File: config.mk
export PLATFORM = sky130hd
export DESIGN_NAME = bw_frame_sequencer
export DESIGN_NICKNAME = d
export VERILOG_FILES = /design/src/rtl/bw_frame_sequencer.sv
export SDC_FILE = /design/constraint.sdc
export NUM_CORES = 1
export LEC_CHECK = 0
export BUFFER_PORTS_ARGS = -buffer_cell sky130_fd_sc_hd__buf_2
export CAP_MARGIN = 20
export CORE_AREA = 4 4 87 89
export CTS_CLUSTER_SIZE = 28
export DETAILED_ROUTE_END_ITERATION = 16
export DIE_AREA = 0 0 91 93
export PLACE_DENSITY = 0.86
export SYNTH_ARGS = -nofsm -noshare
export SYNTH_HDL_FRONTEND = slang
export SYNTH_SLANG_ARGS = --single-unit
File: constraint.sdc
create_clock -name clk -period 3.47 [get_ports clk]
set_input_delay 0.694 -clock clk [delete_from_list [all_inputs] [get_ports clk]]
set_output_delay 0.694 -clock clk [all_outputs]
set_load 0.01 [all_outputs]
File: src/rtl/bw_frame_sequencer.sv
// Purpose : walks an RGB frame buffer and writes (R+G+B)/3 luminance into a destination buffer.
// Latency : 3 cycles per pixel (READ, LATCH, WRITE) plus stall cycles; done pulses one cycle after the last accepted write.
// Backpres: wr_en/wr_addr/wr_data are held unchanged in WRITE until wr_ready; no new reads are issued meanwhile.
//
// Ports:
//   clk, rst_n          clock, asynchronous active-low reset
//   start, abort        frame request (IDLE only), synchronous cancel (READ/LATCH/WRITE)
//   busy, done          frame in progress, one-cycle completion pulse
//   rd_en, rd_addr      source RAM read strobe and pixel index
//   rd_data             source pixel {R,G,B}, valid one cycle after rd_en
//   wr_en, wr_addr,
//   wr_data, wr_ready   destination write request, index, gray value, accept
module bw_frame_sequencer #(
  parameter int ADDR_W = 17,
  parameter int NPIX   = 76800
) (
  input  logic              clk,
  input  logic              rst_n,
  input  logic              start,
  input  logic              abort,
  output logic              busy,
  output logic              done,
  output logic              rd_en,
  output logic [ADDR_W-1:0] rd_addr,
  input  logic [23:0]       rd_data,
  output logic              wr_en,
  output logic [ADDR_W-1:0] wr_addr,
  output logic [7:0]        wr_data,
  input  logic              wr_ready
);

  localparam logic [2:0] S_IDLE  = 3'd0;
  localparam logic [2:0] S_READ  = 3'd1;
  localparam logic [2:0] S_LATCH = 3'd2;
  localparam logic [2:0] S_WRITE = 3'd3;
  localparam logic [2:0] S_DONE  = 3'd4;

  localparam logic [ADDR_W-1:0] LAST_IDX = ADDR_W'(NPIX - 1);

  logic [2:0]        r_state;
  logic [ADDR_W-1:0] r_idx;
  logic              r_busy;
  logic              r_done;
  logic              r_rd_en;
  logic [ADDR_W-1:0] r_rd_addr;
  logic              r_wr_en;
  logic [ADDR_W-1:0] r_wr_addr;
  logic [7:0]        r_wr_data;

  logic [2:0]        w_next;
  logic [ADDR_W-1:0] w_idx_next;
  logic [9:0]        w_sum;
  logic [7:0]        w_gray;

  // 10-bit sum cannot overflow (max 765), so the quotient always fits in 8 bits.
  assign w_sum  = {2'b00, rd_data[23:16]} + {2'b00, rd_data[15:8]} + {2'b00, rd_data[7:0]};
  assign w_gray = 8'(w_sum / 10'd3);

  always_comb begin
    w_next     = r_state;
    w_idx_next = r_idx;
    case (r_state)
      S_IDLE: begin
        if (start) begin
          w_next     = S_READ;
          w_idx_next = '0;
        end
      end
      S_READ:  w_next = abort ? S_IDLE : S_LATCH;
      S_LATCH: w_next = abort ? S_IDLE : S_WRITE;
      S_WRITE: begin
        if (abort) begin
          w_next = S_IDLE;
        end else if (wr_ready) begin
          // Completion is detected on the last index, so the index never wraps.
          if (r_idx == LAST_IDX) begin
            w_next = S_DONE;
          end else begin
            w_next     = S_READ;
            w_idx_next = r_idx + ADDR_W'(1);
          end
        end
      end
      S_DONE:  w_next = S_IDLE;
      default: w_next = S_IDLE;
    endcase
  end

  // Every output is a register decoded from the next state, so nothing
  // combinational reaches the ports.
  always_ff @(posedge clk or negedge rst_n) begin
    if (!rst_n) begin
      r_state   <= S_IDLE;
      r_idx     <= '0;
      r_busy    <= 1'b0;
      r_done    <= 1'b0;
      r_rd_en   <= 1'b0;
      r_rd_addr <= '0;
      r_wr_en   <= 1'b0;
      r_wr_addr <= '0;
      r_wr_data <= '0;
    end else begin
      r_state <= w_next;
      r_idx   <= w_idx_next;
      r_busy  <= (w_next == S_READ) || (w_next == S_LATCH) || (w_next == S_WRITE);
      r_done  <= (w_next == S_DONE);
      r_rd_en <= (w_next == S_READ);
      r_wr_en <= (w_next == S_WRITE);
      if (w_next == S_READ) begin
        r_rd_addr <= w_idx_next;
      end
      // Capture only on a real LATCH->WRITE step; an aborted LATCH leaves the
      // write port untouched.
      if ((r_state == S_LATCH) && (w_next == S_WRITE)) begin
        r_wr_addr <= r_idx;
        r_wr_data <= w_gray;
      end
    end
  end

  assign busy    = r_busy;
  assign done    = r_done;
  assign rd_en   = r_rd_en;
  assign rd_addr = r_rd_addr;
  assign wr_en   = r_wr_en;
  assign wr_addr = r_wr_addr;
  assign wr_data = r_wr_data;

endmodule

After elaboration in Yosys (flattened, before gate mapping). Cells that the tools add are included.

Output and inout bits: 46. Bits in registers: 66. Input port bits: 29. Word-level logic and storage cells: 37.

Div/mod/pow operators: 1. Add/sub/neg operators: 3. Multiplexer cells: 12. Equality and inequality tests: 8. Reduce and logical (&&, ||, !) cells: 4.

Operators by type and width (number): $mux W17 (4); $pmux W17 S2 (1); $add A17 B1 Y17 const B (1); $eq A17 B17 Y1 const B (1); $eq A3 B2 Y1 const B (4); $mux W3 (4); $pmux W3 S4 (1); $add A9 B8 Y10 (1); $div A10 B2 Y10 const B (1); $add A8 B8 Y9 (1); $eq A3 B1 Y1 const B (2); $mux W2 (2); $eq A3 B3 Y1 const B (1); $logic_not A3 Y1 (1); $logic_or A1 B1 Y1 (2); $logic_and A1 B1 Y1 (1).

Logic depth before layout (Yosys ltp).
Depth after elaboration: 8. Depth in mapped cells: 23. Gate-level depth less buffers: 22.

Least setup slack after synthesis. No wires, ideal clock.

Kind: input to register. From: input rd_data[1]. To: register r_wr_data[0] (netlist: wr_data[0]). Stages: 22. Library setup time: 0.128 ns. Data arrival time: 4.873 ns. Path buffers: 0. Data required time: 3.342 ns. Setup slack: -1.531 ns. Path through: inv_1 -> fa_1 -> inv_1 -> ha_1 -> inv_1 -> fa_1 -> and2b_4 -> o21a_1 -> o31a_1 -> o21a_1 -> mux2_4 -> a2111oi_4 -> o21ai_2 -> xnor2_1 -> a221o_1 -> ha_1 -> inv_1 -> o21ai_0 -> nor3_1 -> a21boi_0 -> o31ai_1 -> o211ai_2.

Longest elaborated chain between the ends: 2.

Ends and longest elaborated chain: from (decl) (line 25) `input logic [23:0] rd_data,`; $add A9 B8 Y10 (line 56) `assign w_sum = {2'b00, rd_data[23:16]} + {2'b00, rd_data[15:8]} + {2'b00, rd_data[7:0]};`; $div A10 B2 Y10 (line 57) `assign w_gray = 8'(w_sum / 10'd3);`; to (signal assigned) (line 116) `r_wr_data <= w_gray;`; to (decl) (line 48) `logic [7:0] r_wr_data;`.

Every way passes these cells. A chain may end at the register's enable or synchronous reset.

Worst setup path in the final report.
From: input rd_data[17]. To: register r_wr_data[0] (netlist: wr_data[0]).

Longest elaborated chain between the ends: 3.

Ends and longest elaborated chain (line): $add A8 B8 Y9 (56); $add A9 B8 Y10 (56); $div A10 B2 Y10 (57).

Every way passes these cells.

==> metrics <==
Avg Inst Size Synth=8.60 um^2; Starting Density=58.9%; Placement Setup Slack=-1.71 ns; number of global-route vias before repair=4014; Cell Area, Synth=3980 um^2; All-Layer GR Usage=26.2%; Netlist cell types=67; Post-Route Setup TNS=-3.91 ns; max_slew headroom=40.0%; hold_buf cts=0; Finished Layout Cells=693; Reg power frac=24.2%; Setup crit start=rd_data[17]; Setup crit end kind=register; layout cells sized above 1=35.4%; largest net degree at the start of global routing=36; wire per inst=15.7 um; status=finished, violations left; CP peak stage delay=0.52 ns; Clock Power Share=18.8%; Area Growth Syn to Fin=35.6%; critical path startpoint category=input port; clk_lat worst skew=0.35 ns; final core utilization=79.9%; Worst R2R Setup Slack=0.43 ns; GRT met3 Usage=6.03%; Post-synth ARST share=100%; DRC Markers=0; # H-tree levels=3; worst path required time=3.74 ns; vias per cell=5.76; RSZ-0062 raised after global routing=true; #FFs+latches synth=66; 1st-iter DRT viols=275; Setup Viol. Count Final=6; number of fill cells=425; I/O Pins=75; total number of yosys warnings=0; crit path kind=in2reg; post-detail-place hpwl=7920 um; critical path fanouts, max=4; most used cell, CP=inv_2; Worst Tran Pin Value=0.896 ns; number of flops mapped to enable cells by yosys=0; Int Power=0.00256 W; Sw Pwr=0.00168 W; Worst R2R End=rd_addr[9]$_DFFE_PN0P_; Die Y=93 um; RePlAce Congestion=0.997; TritonCTS Sinks=66; Synth Net Count=510; Post-Route Skew=0.00773 ns; Hold Slack=0.388 ns; top_reg_cell synth=dfrtp_1; core area=6760 um^2; Row Count=30; Synth Instances=463; Congestion Overflow GR=0; TritonRoute pass-1 iters=6; Die Wd=91 um; Clock transition at path regs=0.08 ns; cell total after placement=671; full die area=8460 um^2; Clk Tree Root Cell=clkbuf_8; crit-path cells=buf_6 -> inv_4 -> fa_1 -> inv_1 -> ha_2 -> inv_2 -> fa_2 -> and2b_4 -> o21a_4 -> o31a_1 -> o21a_1 -> mux2_4 -> a2111oi_4 -> o21ai_4 -> xnor2_2 -> a221o_1 -> ha_4 -> inv_2 -> o21ai_2 -> nor3_2 -> a21boi_1 -> o31ai_1 -> o211ai_2; Hold Path Class=in2async; slowest CP cell=fa_1; met1 Track Usage GR=33.2%; total CTS buffers=9; fmax=0.212 GHz; Final WS setup=-1.24 ns; post-route ant nets=0; final hold vios=0; FF-to-FF Start=r_idx[0]$_DFF_PN0_; CP Data Arrival Time=4.98 ns; R2R depth=12; grt met2 use=45.4%; logic gate share of total power=57.0%; max-cap violation count=0; Post-Route WL=10900 um; DR vias=3993; VDD IR-drop max=549 uV; failing checks=setup timing; # port buffers=74; final worst path period share=136%; pwr/cell area=784 nW/um^2; first-pass GRT wire length=18100 um; CTS tree=done; Longest Clk Path Bufs=2; net switching fraction of the power=39.6%; Final Max Slew Viols=0; Layout Nets=655; min cycle time layout=4.71 ns; Antenna diodes=0; Leak=2.73 nW; Seq/Total Area, Yosys=41.5%; initial antenna violation count=0; layer with the highest usage=met2
[routing by layer]
layer / vias to the layer above / wire length, um / share of wire [%]
met5: - / 0 / 0
li1: 1890 / - / -
met1: 1911 / 4500 / 41
met2: 172 / 5500 / 51
met3: 20 / 738 / 6.8
met4: 0 / 150 / 1.4
[placed cells by master (no fill, tap or decap), types with 4 or more instances in the layout]
| master | netlist | routed |
|---|---|---|
| o21ai_1 | 2 | 6 |
| fa_1 | 9 | 8 |
| a21oi_1 | 13 | 11 |
| o21ai_0 | 25 | 20 |
| a21o_1 | 4 | 4 |
| o21a_1 | 6 | 5 |
| clkbuf_8 | 0 | 9 |
| mux2i_1 | 6 | 6 |
| inv_1 | 21 | 16 |
| nor2_1 | 78 | 75 |
| nand3_1 | 17 | 17 |
| dfrtp_1 | 66 | 66 |
| nor3_1 | 12 | 8 |
| buf_2 | 2 | 72 |
| buf_4 | 0 | 75 |
| or2_2 | 5 | 5 |
| a31oi_1 | 5 | 4 |
| buf_6 | 3 | 4 |
| nand2_1 | 88 | 88 |
| nand4_1 | 7 | 7 |
| ha_1 | 9 | 7 |
[worst max path at each step]
stage | to | slack, ns | depth (start not counted)
after global routing | wr_data[0]$_DFFE_PN0P_ | -1.35 | 24
after floorplan | wr_data[0]$_DFFE_PN0P_ | -1.50 | 22
final | wr_data[0]$_DFFE_PN0P_ | -1.24 | 23
after global placement | wr_data[0]$_DFFE_PN0P_ | -1.55 | 23
after detailed placement | wr_data[0]$_DFFE_PN0P_ | -1.71 | 23
after CTS | wr_data[0]$_DFFE_PN0P_ | -1.20 | 23
[through the flow]
step           cell area [um^2]  total power [W]
2_1_floorplan              4010          0.00226
3_3_place_gp               4940          0.00300
3_5_place_dp               4940          0.00308
4_1_cts                    5280          0.00406
5_1_grt                    5400          0.00449
6_report                   5400          0.00423
[Yosys cell counts (all sizes together), types with 7 or more instances]
| master | n | share of area [%] |
|---|---|---|
| nand2 | 89 | 8.5 |
| nor2 | 78 | 7.4 |
| dfrtp | 66 | 41 |
| o21ai | 28 | 3.6 |
| inv | 21 | 2.0 |
| nand3 | 17 | 2.1 |
| a21oi | 14 | 1.9 |
| clkbuf | 12 | 1.1 |
| nor3 | 12 | 1.5 |
| fa | 9 | 4.5 |
| ha | 9 | 2.8 |
| nand4 | 7 | 1.1 |
| or2 | 7 | 1.1 |
[critical path: cells and delay by family]
| kind | cells | cell delay, ns |
|---|---|---|
| buffers and inverters | 5 | 0.24 |
| AO/OA/AOI/OAI | 10 | 2.15 |
| XOR/XNOR | 1 | 0.17 |
| AND/OR/NAND/NOR | 2 | 0.24 |
| multiplexers | 1 | 0.29 |
| adder cells (fa/ha/maj) | 4 | 1.17 |
[cell type report]
| class | count | area (um^2) | share of cell area [%] |
|---|---|---|---|
| multi-input cells | 358 | 2320 | 43.0 |
| flip-flops and latches | 66 | 1650 | 30.6 |
| inverters | 21 | 88.8 | 1.64 |
| clock inverters | 7 | 124 | 2.29 |
| clock buffers | 9 | 124 | 2.29 |
| well taps | 80 | 100 | 1.85 |
| repair buffers | 152 | 988 | 18.3 |
[repair_timing]
| item | 4_1_cts | 5_1_grt |
|---|---|---|
| endpoints found under the setup margin | 6 | 7 |
| buffers inserted | 4 | 5 |
| pin swaps | 17 | 20 |
| resized for setup | 19 | 21 |
[sequential cells by signal, summed over array words and instances (netlist names)]
signal	count
r_idx	17
rd_addr	17
wr_addr	17
wr_data	8
r_state	3
busy	1
done	1
rd_en	1
wr_en	1
[kinds of logic (layout without fill, tap and decap cells)]
| family | count (synthesis) | after routing | share of synthesized area, % |
|---|---|---|---|
| multiplexers | 7 | 7 | 1.88 |
| AO/OA/AOI/OAI | 95 | 95 | 17.6 |
| adder cells (fa/ha/maj) | 20 | 20 | 7.85 |
| flip-flops | 66 | 66 | 41.5 |
| AND/OR/NAND/NOR | 230 | 230 | 25.6 |
| buffers and inverters | 39 | 189 | 4.30 |
| XOR/XNOR | 6 | 6 | 1.32 |
[power groups by stage]
| stage | clock [W] | combinational [W] | sequential, W |
|---|---|---|---|
| finish | 0.000797 | 0.00241 | 0.00102 |
| global route | 0.000838 | 0.00260 | 0.00105 |
| CTS | 0.000805 | 0.00223 | 0.00102 |
| detailed placement | 0 | 0.00205 | 0.00103 |
| global placement | 0 | 0.00197 | 0.00103 |
| floorplan | 0 | 0.00115 | 0.00110 |
Note: power is estimated with default switching activity, not from simulation.
